[config.mk]
export PLATFORM = sky130hd
export DESIGN_NAME = pc_control_unit
export DESIGN_NICKNAME = d
export VERILOG_FILES = /design/src/rtl/pc_control_unit.sv
export SDC_FILE = /design/constraint.sdc
export NUM_CORES = 1
export LEC_CHECK = 0
export BUFFER_PORTS_ARGS = -buffer_cell sky130_fd_sc_hd__clkbuf_2
export CAP_MARGIN = 10
export CORE_ASPECT_RATIO = 1.75
export CORE_MARGIN = 4
export CORE_UTILIZATION = 25
export DETAILED_ROUTE_END_ITERATION = 10
export PLACE_DENSITY = 0.46
export SYNTH_ARGS = -nofsm -noshare
export SYNTH_HDL_FRONTEND = slang
export SYNTH_SLANG_ARGS = --single-unit
[constraint.sdc]
create_clock -name clk -period 4.08 [get_ports clk]
set_clock_uncertainty 0.1 [all_clocks]
set_input_delay 0.408 -clock clk [delete_from_list [all_inputs] [get_ports clk]]
set_output_delay 0.408 -clock clk [all_outputs]
set_load 0.005 [all_outputs]
[src/rtl/pc_control_unit.sv]
// Program counter with clock-enable run/halt FSM (clk is never gated), stall,
// branch redirect with target alignment, sticky internal halt and saturating run counter.
module pc_control_unit #(
  parameter int unsigned       WIDTH        = 32,
  parameter logic [WIDTH-1:0]  RESET_VECTOR = '0,
  parameter int unsigned       ALIGN_BITS   = 2,
  parameter int unsigned       CNT_W        = 32
) (
  input  logic             clk,
  input  logic             reset,
  input  logic             haltext,
  input  logic             halt,
  input  logic             resume,
  input  logic             stall,
  input  logic             branch_taken,
  input  logic [WIDTH-1:0] branch_target,
  output logic [WIDTH-1:0] PCin,
  output logic [WIDTH-1:0] pc_plus,
  output logic             halted,
  output logic             misalign,
  output logic [CNT_W-1:0] run_cycles
);

  localparam logic [WIDTH-1:0] STEP       = WIDTH'(1) << ALIGN_BITS;
  localparam logic [WIDTH-1:0] ALIGN_MASK = ~(STEP - WIDTH'(1));

  typedef enum logic [1:0] {RUN, HALT_INT, HALT_EXT} state_e;

  state_e           state_q, state_d;
  logic [WIDTH-1:0] pc_q, pc_d;
  logic             mis_q, mis_d;
  logic [CNT_W-1:0] cnt_q, cnt_d;
  logic             pc_en;

  always_comb begin
    state_d = state_q;
    unique case (state_q)
      RUN: begin
        if (halt)         state_d = HALT_INT;
        else if (haltext) state_d = HALT_EXT;
      end
      HALT_INT: begin
        if (resume && !haltext) state_d = RUN;
      end
      HALT_EXT: begin
        if (!haltext) state_d = halt ? HALT_INT : RUN;
      end
      default: state_d = RUN;
    endcase
  end

  // halt/haltext gate the PC in the same cycle; the state register only lags for `halted`
  assign pc_en   = (state_q == RUN) && !halt && !haltext;
  assign pc_plus = pc_q + STEP;

  always_comb begin
    pc_d  = pc_q;
    mis_d = 1'b0;
    cnt_d = cnt_q;
    if (pc_en) begin
      if (cnt_q != '1) cnt_d = cnt_q + CNT_W'(1);
      if (!stall) begin
        if (branch_taken) begin
          pc_d  = branch_target & ALIGN_MASK;
          mis_d = |(branch_target & ~ALIGN_MASK);
        end else begin
          pc_d = pc_plus;
        end
      end
    end
  end

  always_ff @(posedge clk) begin
    if (reset) begin
      state_q <= RUN;
      pc_q    <= RESET_VECTOR;
      mis_q   <= 1'b0;
      cnt_q   <= '0;
    end else begin
      state_q <= state_d;
      pc_q    <= pc_d;
      mis_q   <= mis_d;
      cnt_q   <= cnt_d;
    end
  end

  assign PCin       = pc_q;
  assign halted     = (state_q != RUN);
  assign misalign   = mis_q;
  assign run_cycles = cnt_q;

endmodule

==> results of run 1 <==
## final timing paths
path / cells past startpoint / from / slack [ps] / to
max: 7 / PCin[2]$_SDFFE_PP0P_ / 980 / pc_plus[16]
min: 3 / branch_target[2] / 260 / PCin[2]$_SDFFE_PP0P_
max reg2reg: 7 / PCin[2]$_SDFFE_PP0P_ / 1380 / PCin[30]$_SDFFE_PP0P_
min reg2reg: 2 / run_cycles[5]$_SDFFE_PP0P_ / 420 / run_cycles[5]$_SDFFE_PP0P_
## per-layer routing
layer / global-route usage [%] / part of all wire, %
met1: 16.2 / 38
met2: 28.5 / 54
met3: 4.09 / 5.8
met4: 6.21 / 2.4
met5: 0 / 0
## cell usage in the layout, fill, tap and decap left out, drive strengths merged, types with 13 or more instances in the layout
master,synthesis,final
clkbuf,24,145
xnor2,38,38
xor2,13,13
nor3,16,16
nand3,31,31
o21ai,18,18
nor2,50,50
nand2,39,39
dfxtp,65,65
a21oi,28,28
nand4,22,22
## state kept, by name, summed over array words and instances (netlist names)
register	cells
PCin	30
state_q	2
run_cycles	32
misalign	1
## kinds of logic after synthesis
| kind of cell | after synthesis | synth area share (%) |
|---|---|---|
| AND/OR/NAND/NOR | 221 | 31.2 |
| other | 1 | 0.0922 |
| XOR/XNOR | 51 | 11.0 |
| multiplexers | 8 | 2.06 |
| adder cells (fa/ha/maj) | 2 | 0.615 |
| flip-flops | 65 | 32.0 |
| buffers and inverters | 47 | 5.32 |
| AO/OA/AOI/OAI | 107 | 17.8 |
## worst min-delay path, stage by stage
cell and delay [ps]:
clkbuf_2 80, nand3_1 70, a31oi_1 80
## cell usage after synthesis, types with 4 or more instances
cell type and count:
a211oi_1 6, a21oi_1 28, a22o_1 4, a22oi_1 4, a31oi_1 12, a32o_1 7, and3_1 12, and4_1 8
buf_2 10, buf_4 5, clkbuf_1 23, dfxtp_1 65, inv_1 6, mux2i_1 5, nand2_1 39, nand2b_1 4
nand3_1 31, nand4_1 20, nor2_1 48, nor2b_1 9, nor3_1 15, nor4_1 6, nor4_4 5, o21ai_0 18
o31ai_1 5, o41ai_1 5, or4_1 6, xnor2_1 38, xor2_1 13
## where the power goes
group          switching [mW]  internal [mW]
registers              0.0197          0.645
clock network           0.294          0.536
logic                  0.0771         0.0535
total                   0.391           1.23
## area by class of cell
cell class	instances	area (um^2)	share of cell area, %
multi-input combinational	393	2560	49.8
timing repair buffer	138	706	13.7
clock buffer	13	280	5.45
tap	189	236	4.60
inverter	6	22.5	0.438
clock inverter	2	35.0	0.681
sequential	65	1300	25.3
==> out/summary.txt, run 1 <==
Row cnt = 61
Clk sinks = 65
Total CTS buffers = 9
Slew Limit Fails = 0
Crit Path Max Fanout = 11
Non-filler cells, final = 806
PD cells = 316 mW/mm^2
Initial DRC Count = 198
Shortest period the worst path allows = 3100 ps
Layout area overhead = 26.4%
Slew margin rel. = 45.2%
Seq/Total Area, Yosys = 32.0%
Root Buffer = clkbuf_16
Peak supply drop = 0.000178 V
Critical path type = reg2out
RSZ-0062 raised after global routing = false
First-pass GRT wire length = 22600 um
Mean Syn Cell Area = 8.10 um^2
Filler cells = 1725
Initial Utilization = 25.5%
GPL Wtd Cong = 0.820
Mapped Cells = 502
CP Launch Type = flip-flop
Via count = 4202
Gr ovfl total = 0
Max_cap viols = 0
Final setup viols = 0
Die X = 104 um
Post-route total power = 1.63 mW
Cell taking the most area after synthesis = dfxtp_1
Worst hold path type = in2reg
Hold Violations, Final = 0
Post-Place Worst Slack = 1320 ps
Outcome = finished, final reports clean
Required time of the critical path = 3570 ps
Asr flop ratio synth = 0%
Hold_ws = 257 ps
CP Cell Sequence = ha_1 > nand3_1 > nor4_4 > buf_4 > nand3_1 > xnor2_1 > clkbuf_2
CTS tree = done
Top cells by area, synth = dfxtp_1 (32%), xnor2_1 (8.2%), nor2_1 (4.4%)
Seq cells post-synth = 65
Clock Tree Buf Depth = 2
Vias in the first global route = 4231
Die Ht = 177 um
Netlist cell types = 59
Clock-pin slew on the worst setup and hold paths = 60 ps
Crit path capture type = output pin
Fin util = 32.2%
DPL Wire Length = 10900 um
Post-CTS Setup Inserts = 0
WL final = 14400 um
Vias per cell = 5.21
EDFF count, synth = 0
Final Net Count = 654
WP data arrival = 2590 ps
Post-CTS sizing = 0
Highest clock rate = 0.323 GHz
Die area = 0.0185 mm^2
Core Box Area = 0.0160 mm^2
CP peak stage delay = 460 ps
Slew @ Worst Pin = 822 ps
Period Utilization, post-route = 75.9%
Final ANT Viol Nets = 0
Largest net degree at the start of global routing = 43
Ys Warns = 0
Post-Syn Area = 0.00407 mm^2
All-Layer GR Usage = 15.3%
Share of post-route cells with drive strength above 1 = 28.5%
Routed len/inst = 17.9 um
Top_reg_cell synth = dfxtp_1
Max stage delay cell, worst path = dfxtp_1
Post-route setup slack = 982 ps
Placed cell count = 791
Boundary pin count = 137
DR pass1 iterations = 4
Leakage power = 2.14 nW
Setup_tns = 0 ps
Top-area cell type share of the netlist area = 32.0%
Initial antenna violation count = 0
Post-CTS Hold Fix Bufs = 0
# diodes = 0
Clk_lat worst skew = 330 ps
Crit path top cell by count = nand3_1
DP Area = 0.00483 mm^2
Crit path buf inv count = 2
H-tree lvl count = 3
DRC errors left = 0
Largest delay share family, worst path = simple AND/OR/NAND/NOR gates
Port Buffers = 132
Final Cell Area = 0.00514 mm^2
Power figures use the tool's default switching activity.
==> run 2: changes to the inputs <==
- clock period: 4.08 -> 2.9 ns (I/O delays scaled with it)
==> out/summary.txt, run 2 (synthesis results as in run 1) <==
Outcome = finished, final reports clean (unchanged)
Pint = 1.81 mW (was 1.23 mW)
Final ANT Viol Nets = 0 (unchanged)
# diodes = 0 (unchanged)
Via count = 4252 (was 4202)
WL final = 14400 um (about the same)
Initial DRC Count = 153 (was 198)
Post-CTS Hold Fix Bufs = 0 (unchanged)
Initial Utilization = 25.5% (unchanged)
Slew Limit Fails = 0 (unchanged)
Setup_tns = 0 ps (unchanged)
Clock-pin slew on the worst setup and hold paths = 60 ps (about the same)
Critical path type = reg2out (unchanged)
Leakage power = 2.19 nW (was 2.14 nW)
Comb pwr share = 8.3% (was 8.0%)
Peak supply drop = 0.000264 V (was 0.000178 V)
DR pass1 iterations = 5 (was 4)
Die area = 0.0185 mm^2 (unchanged)
Gr ovfl total = 0 (unchanged)
Slew @ Worst Pin = 608 ps (was 822 ps)
H-tree lvl count = 3 (unchanged)
All-Layer GR Usage = 15.4% (was 15.3%)
Placed cell count = 798 (was 791)
Clk sinks = 65 (unchanged)
Shortest period the worst path allows = 2740 ps
GPL Wtd Cong = 0.816 (was 0.820)
R2R depth = 7 (unchanged)
Hold Violations, Final = 0 (unchanged)
Net Sw Frac = 22.8% (was 24.0%)
Final Net Count = 661 (was 654)
DRC errors left = 0 (unchanged)
Die Ht = 177 um (unchanged)
Clk pwr share = 51.9% (was 51.0%)
Hold_ws = 149 ps (was 257 ps)
WP data arrival = 2350 ps (was 2590 ps)
DPL Wire Length = 11100 um (was 10900 um)
Largest net degree at the start of global routing = 45 (was 43)
Worst flop-to-flop path startpoint = PCin[2]$_SDFFE_PP0P_ (unchanged)
Required time of the critical path = 2510 ps (was 3570 ps)
Post-CTS Setup Inserts = 0 (unchanged)
Layout area overhead = 29.3% (was 26.4%)
Worst hold path type = in2reg (unchanged)
Die X = 104 um (unchanged)
Commonest non-fill, non-tap cell in the layout = clkbuf_2 (unchanged)
Core Box Area = 0.0160 mm^2 (unchanged)
Share of post-route cells with drive strength above 1 = 29.6% (was 28.5%)
Reg power frac = 39.8% (was 40.9%)
Slew margin rel. = 59.3% (was 45.2%)
Clock Tree Buf Depth = 2 (unchanged)
RSZ-0062 raised after global routing = false (unchanged)
Non-filler cells, final = 813 (was 806)
Final setup viols = 0 (unchanged)
Max_cap viols = 0 (unchanged)
First-pass GRT wire length = 22900 um (was 22600 um)
Net switching power = 535 uW (was 391 uW)
Period Utilization, post-route = 94.5%
Initial antenna violation count = 0 (unchanged)
Crit path capture type = output pin (unchanged)
Largest register FFs = 32 (unchanged)
Total CTS buffers = 9 (unchanged)
Fin util = 33.0% (was 32.2%)
Root Buffer = clkbuf_16 (unchanged)
CP endpoint = pc_plus[21] (was pc_plus[16])
Crit Path Max Fanout = 8 (was 11)
Vias in the first global route = 4181 (was 4231)
Vias per cell = 5.23 (was 5.21)
Highest clock rate = 0.365 GHz
Worst R2R Setup Slack = 560 ps (was 1380 ps)
Port Buffers = 132 (unchanged)
Clk_lat worst skew = 320 ps (was 330 ps)
CTS tree = done (unchanged)
Most frequent cells in the layout = clkbuf_2 (132), dfxtp_1 (64), nor2_1 (48) (was clkbuf_2 (132), dfxtp_1 (65), nor2_1 (48))
RR Endpoint = PCin[30]$_SDFFE_PP0P_ (unchanged)
Row cnt = 61 (unchanged)
CP Launch Type = flip-flop (unchanged)
CP startpoint = PCin[4]$_SDFFE_PP0P_ (was PCin[2]$_SDFFE_PP0P_)
Boundary pin count = 137 (unchanged)
PD cells = 446 mW/mm^2 (was 316 mW/mm^2)
Routed len/inst = 17.8 um (was 17.9 um)
## run 2: layer usage
metal  track usage (%)  routed length [um]  vias to the layer above
met2              28.8                7760                      147
li1                  -                   -                     2072
met1              16.5                5390                     2012
met4              5.60                 376                        0
met3              3.98                 910                       21
met5                 0                   0                        -
## run 2: power by group through the flow
| stage | Combinational (mW) | Sequential (mW) | Clock [mW] |
|---|---|---|---|
| 2_1_floorplan | 0.105 | 0.948 | 0 |
| 3_5_place_dp | 0.198 | 0.953 | 0 |
| 4_1_cts | 0.199 | 0.933 | 1.25 |
| 6_report | 0.195 | 0.933 | 1.22 |
| 3_3_place_gp | 0.198 | 0.952 | 0 |
| 5_1_grt | 0.216 | 0.937 | 1.31 |
## run 2: area by class of cell
cell class / count / area [um^2]
clock inverter: 2 / 60.1
timing repair buffer: 145 / 796
inverter: 6 / 22.5
multi-input combinational: 393 / 2570
sequential: 65 / 1300
clock buffer: 13 / 270
tap: 189 / 236
fill: 1730 / 10700
## run 2: worst max-delay path: stages (launching register included)
cell      delay [ps]
dfxtp_1          460
nand4_1          200
or4_4            660
nor2_4           260
nand3_1          150
xnor2_1          170
clkbuf_2         130
## run 2: worst min path at each step
| stage | cells after the start | slack, ps | start | endpoint |
|---|---|---|---|---|
| after floorplan | 1 | 330 | halt | state_q[0]$_SDFFE_PP0P_ |
| after global placement | 2 | 380 | run_cycles[19]$_SDFFE_PP0P_ | run_cycles[19]$_SDFFE_PP0P_ |
| after detailed placement | 2 | 400 | run_cycles[19]$_SDFFE_PP0P_ | run_cycles[19]$_SDFFE_PP0P_ |
| after CTS | 3 | 140 | branch_target[20] | PCin[20]$_SDFFE_PP0P_ |
| after global routing | 3 | 170 | branch_target[24] | PCin[24]$_SDFFE_PP0P_ |
| final | 3 | 150 | branch_target[20] | PCin[20]$_SDFFE_PP0P_ |
## run 2: metrics by stage
step / setup slack [ps] / power, mW / instance area [um^2]
after floorplan: 748 / 1.05 / 4080
after global placement: 474 / 1.15 / 4920
after detailed placement: 455 / 1.15 / 4920
after CTS: 111 / 2.39 / 5250
after global routing: 17.9 / 2.46 / 5260
final: 160 / 2.34 / 5260
## run 2: repair_timing
action / in CTS / in global routing
resized for setup: 0 / 3
endpoints found under the hold margin: 0 / 0
endpoints found under the setup margin: 0 / 5
==> run 3: changes to the inputs <==
- RECOVER_POWER: unset -> 50
==> out/summary.txt, run 3 (synthesis results as in run 1) <==
Port Buffers = 132 (unchanged)
Pint = 1.80 mW (was 1.81 mW)
Post-route total power = 2.34 mW (about the same)
Clk sinks = 65 (unchanged)
Clk_lat worst skew = 320 ps (about the same)
WL final = 14400 um (about the same)
Hold Violations, Final = 0 (unchanged)
H-tree lvl count = 3 (unchanged)
Die area = 0.0185 mm^2 (unchanged)
DPL Wire Length = 11100 um (unchanged)
GPL Wtd Cong = 0.816 (unchanged)
DR pass1 iterations = 4 (was 5)
Final ANT Viol Nets = 0 (unchanged)
Multi-input gate area = 0.00255 mm^2 (was 0.00257 mm^2)
Via count = 4225 (was 4252)
Placed cell count = 798 (unchanged)
First-pass GRT wire length = 22900 um (unchanged)
Share of post-route cells with drive strength above 1 = 21.2% (was 29.6%)
Final setup viols = 0 (unchanged)
Largest net degree at the start of global routing = 45 (unchanged)
DRC errors left = 0 (unchanged)
Sequential cell area = 0.00130 mm^2 (unchanged)
Highest clock rate = 0.366 GHz (was 0.365 GHz)
Slew @ Worst Pin = 976 ps (was 608 ps)
WP data arrival = 2340 ps (was 2350 ps)
Leakage power = 2.01 nW (was 2.19 nW)
PD cells = 454 mW/mm^2 (was 446 mW/mm^2)
Setup_tns = 0 ps (unchanged)
Crit path buf inv count = 1 (unchanged)
Total CTS buffers = 9 (unchanged)
Worst hold path type = in2reg (unchanged)
CP Cell Sequence = nand4_1 > or4_4 > nor2_4 > nand3_1 > xnor2_1 > clkbuf_2 (unchanged)
Worst R2R Setup Slack = 530 ps (was 560 ps)
Core Box Area = 0.0160 mm^2 (unchanged)
Most frequent cells in the layout = clkbuf_2 (85), dfxtp_1 (64), clkbuf_1 (51) (was clkbuf_2 (132), dfxtp_1 (64), nor2_1 (48))
Reg power frac = 39.9% (was 39.8%)
Vias in the first global route = 4181 (unchanged)
Largest delay share family, worst path = simple AND/OR/NAND/NOR gates (unchanged)
Met3 Use GR = 3.98% (unchanged)
Outcome = finished, final reports clean (unchanged)
Net Sw Frac = 22.9% (was 22.8%)
Slew margin rel. = 34.9% (was 59.3%)
Peak supply drop = 0.000264 V (about the same)
Clk pwr share = 52.2% (was 51.9%)
Required time of the critical path = 2510 ps (about the same)
CP Launch Type = flip-flop (unchanged)
Comb pwr share = 8.0% (was 8.3%)
GRT met1 Usage = 16.5% (unchanged)
Non-filler cells, final = 813 (unchanged)
Final Cell Area = 0.00515 mm^2 (was 0.00526 mm^2)
CP peak stage delay = 660 ps (about the same)
Initial antenna violation count = 0 (unchanged)
Clock Tree Buf Depth = 2 (unchanged)
Initial DRC Count = 127 (was 153)
Largest register FFs = 32 (unchanged)
RSZ-0062 raised after global routing = false (unchanged)
Shortest period the worst path allows = 2730 ps (was 2740 ps)
Clock-pin slew on the worst setup and hold paths = 60 ps (about the same)
Row cnt = 61 (unchanged)
Die X = 104 um (unchanged)
Slew Limit Fails = 0 (unchanged)
CTS tree = done (unchanged)
Crit Path Max Fanout = 8 (unchanged)
Routed len/inst = 17.7 um (was 17.8 um)
Gr ovfl total = 0 (unchanged)
Initial Utilization = 25.5% (unchanged)
Max_cap viols = 0 (unchanged)
Root Buffer = clkbuf_16 (unchanged)
Vias per cell = 5.20 (was 5.23)
Grt met2 use = 28.8% (unchanged)
All-Layer GR Usage = 15.4% (unchanged)
Final Net Count = 661 (unchanged)
Critical path type = reg2out (unchanged)
Commonest non-fill, non-tap cell in the layout = clkbuf_2 (unchanged)
Boundary pin count = 137 (unchanged)
# diodes = 0 (unchanged)
DP Area = 0.00492 mm^2 (unchanged)
Crit path capture type = output pin (unchanged)
Layout area overhead = 26.7% (was 29.3%)
Post-CTS Hold Fix Bufs = 0 (unchanged)
Period Utilization, post-route = 94.2% (was 94.5%)
Global route hottest layer = met2 (unchanged)
Filler cells = 1748 (was 1730)
Hold_ws = 142 ps (was 149 ps)
Die Ht = 177 um (unchanged)
Net switching power = 536 uW (was 535 uW)
Max stage delay cell, worst path = or4_4 (unchanged)
## run 3: power groups by stage
stage / Clock, mW / Combinational, mW / Sequential (mW)
after floorplan: 0 / 0.105 / 0.948
after global placement: 0 / 0.198 / 0.952
after detailed placement: 0 / 0.198 / 0.953
after CTS: 1.25 / 0.199 / 0.933
after global routing: 1.31 / 0.208 / 0.936
final: 1.22 / 0.187 / 0.932
## run 3: cell type report
class	instances	share of cell area, %
Timing Repair Buffer	145	13.8
Clock inverter	2	1.17
Clock buffer	13	5.24
Inverter	6	0.437
Multi-Input combinational cell	393	49.5
Tap cell	189	4.59
Sequential cell	65	25.3
## run 3: final timing paths
check | start | endpoint | cells after the start
setup reg to reg | state_q[0]$_SDFFE_PP0P_ | PCin[23]$_SDFFE_PP0P_ | 6
setup / recovery | PCin[4]$_SDFFE_PP0P_ | pc_plus[21] | 6
hold / removal | halt | state_q[0]$_SDFFE_PP0P_ | 2
hold reg to reg | run_cycles[19]$_SDFFE_PP0P_ | run_cycles[19]$_SDFFE_PP0P_ | 2
## run 3: stage by stage
stage               util, %  worst slack [ps]
finish                 32.3               169
global route           32.3              19.8
CTS                    32.9               111
detailed placement     30.8               455
global placement       30.8               474
floorplan                 -               748
## run 3: routing by layer
layer,wire length [um],vias up
met5,0,-
met4,373,0
met3,780,22
met2,7810,111
met1,5440,2028
li1,-,2064
## run 3: timing repair
action	4_1_cts	5_1_grt
endpoints found under the hold margin	0	0
resized for setup	0	3
setup buffers	0	0
setup endpoints to repair	0	5
## run 3: worst register-to-register path: cells and delay by family, from the launching register on
family                 cells  cell delay, ps
and+or+nand+nor            4            1160
DFF                        1             340
AOI/OAI and AO/OA          1             170
buffers and inverters      1             510
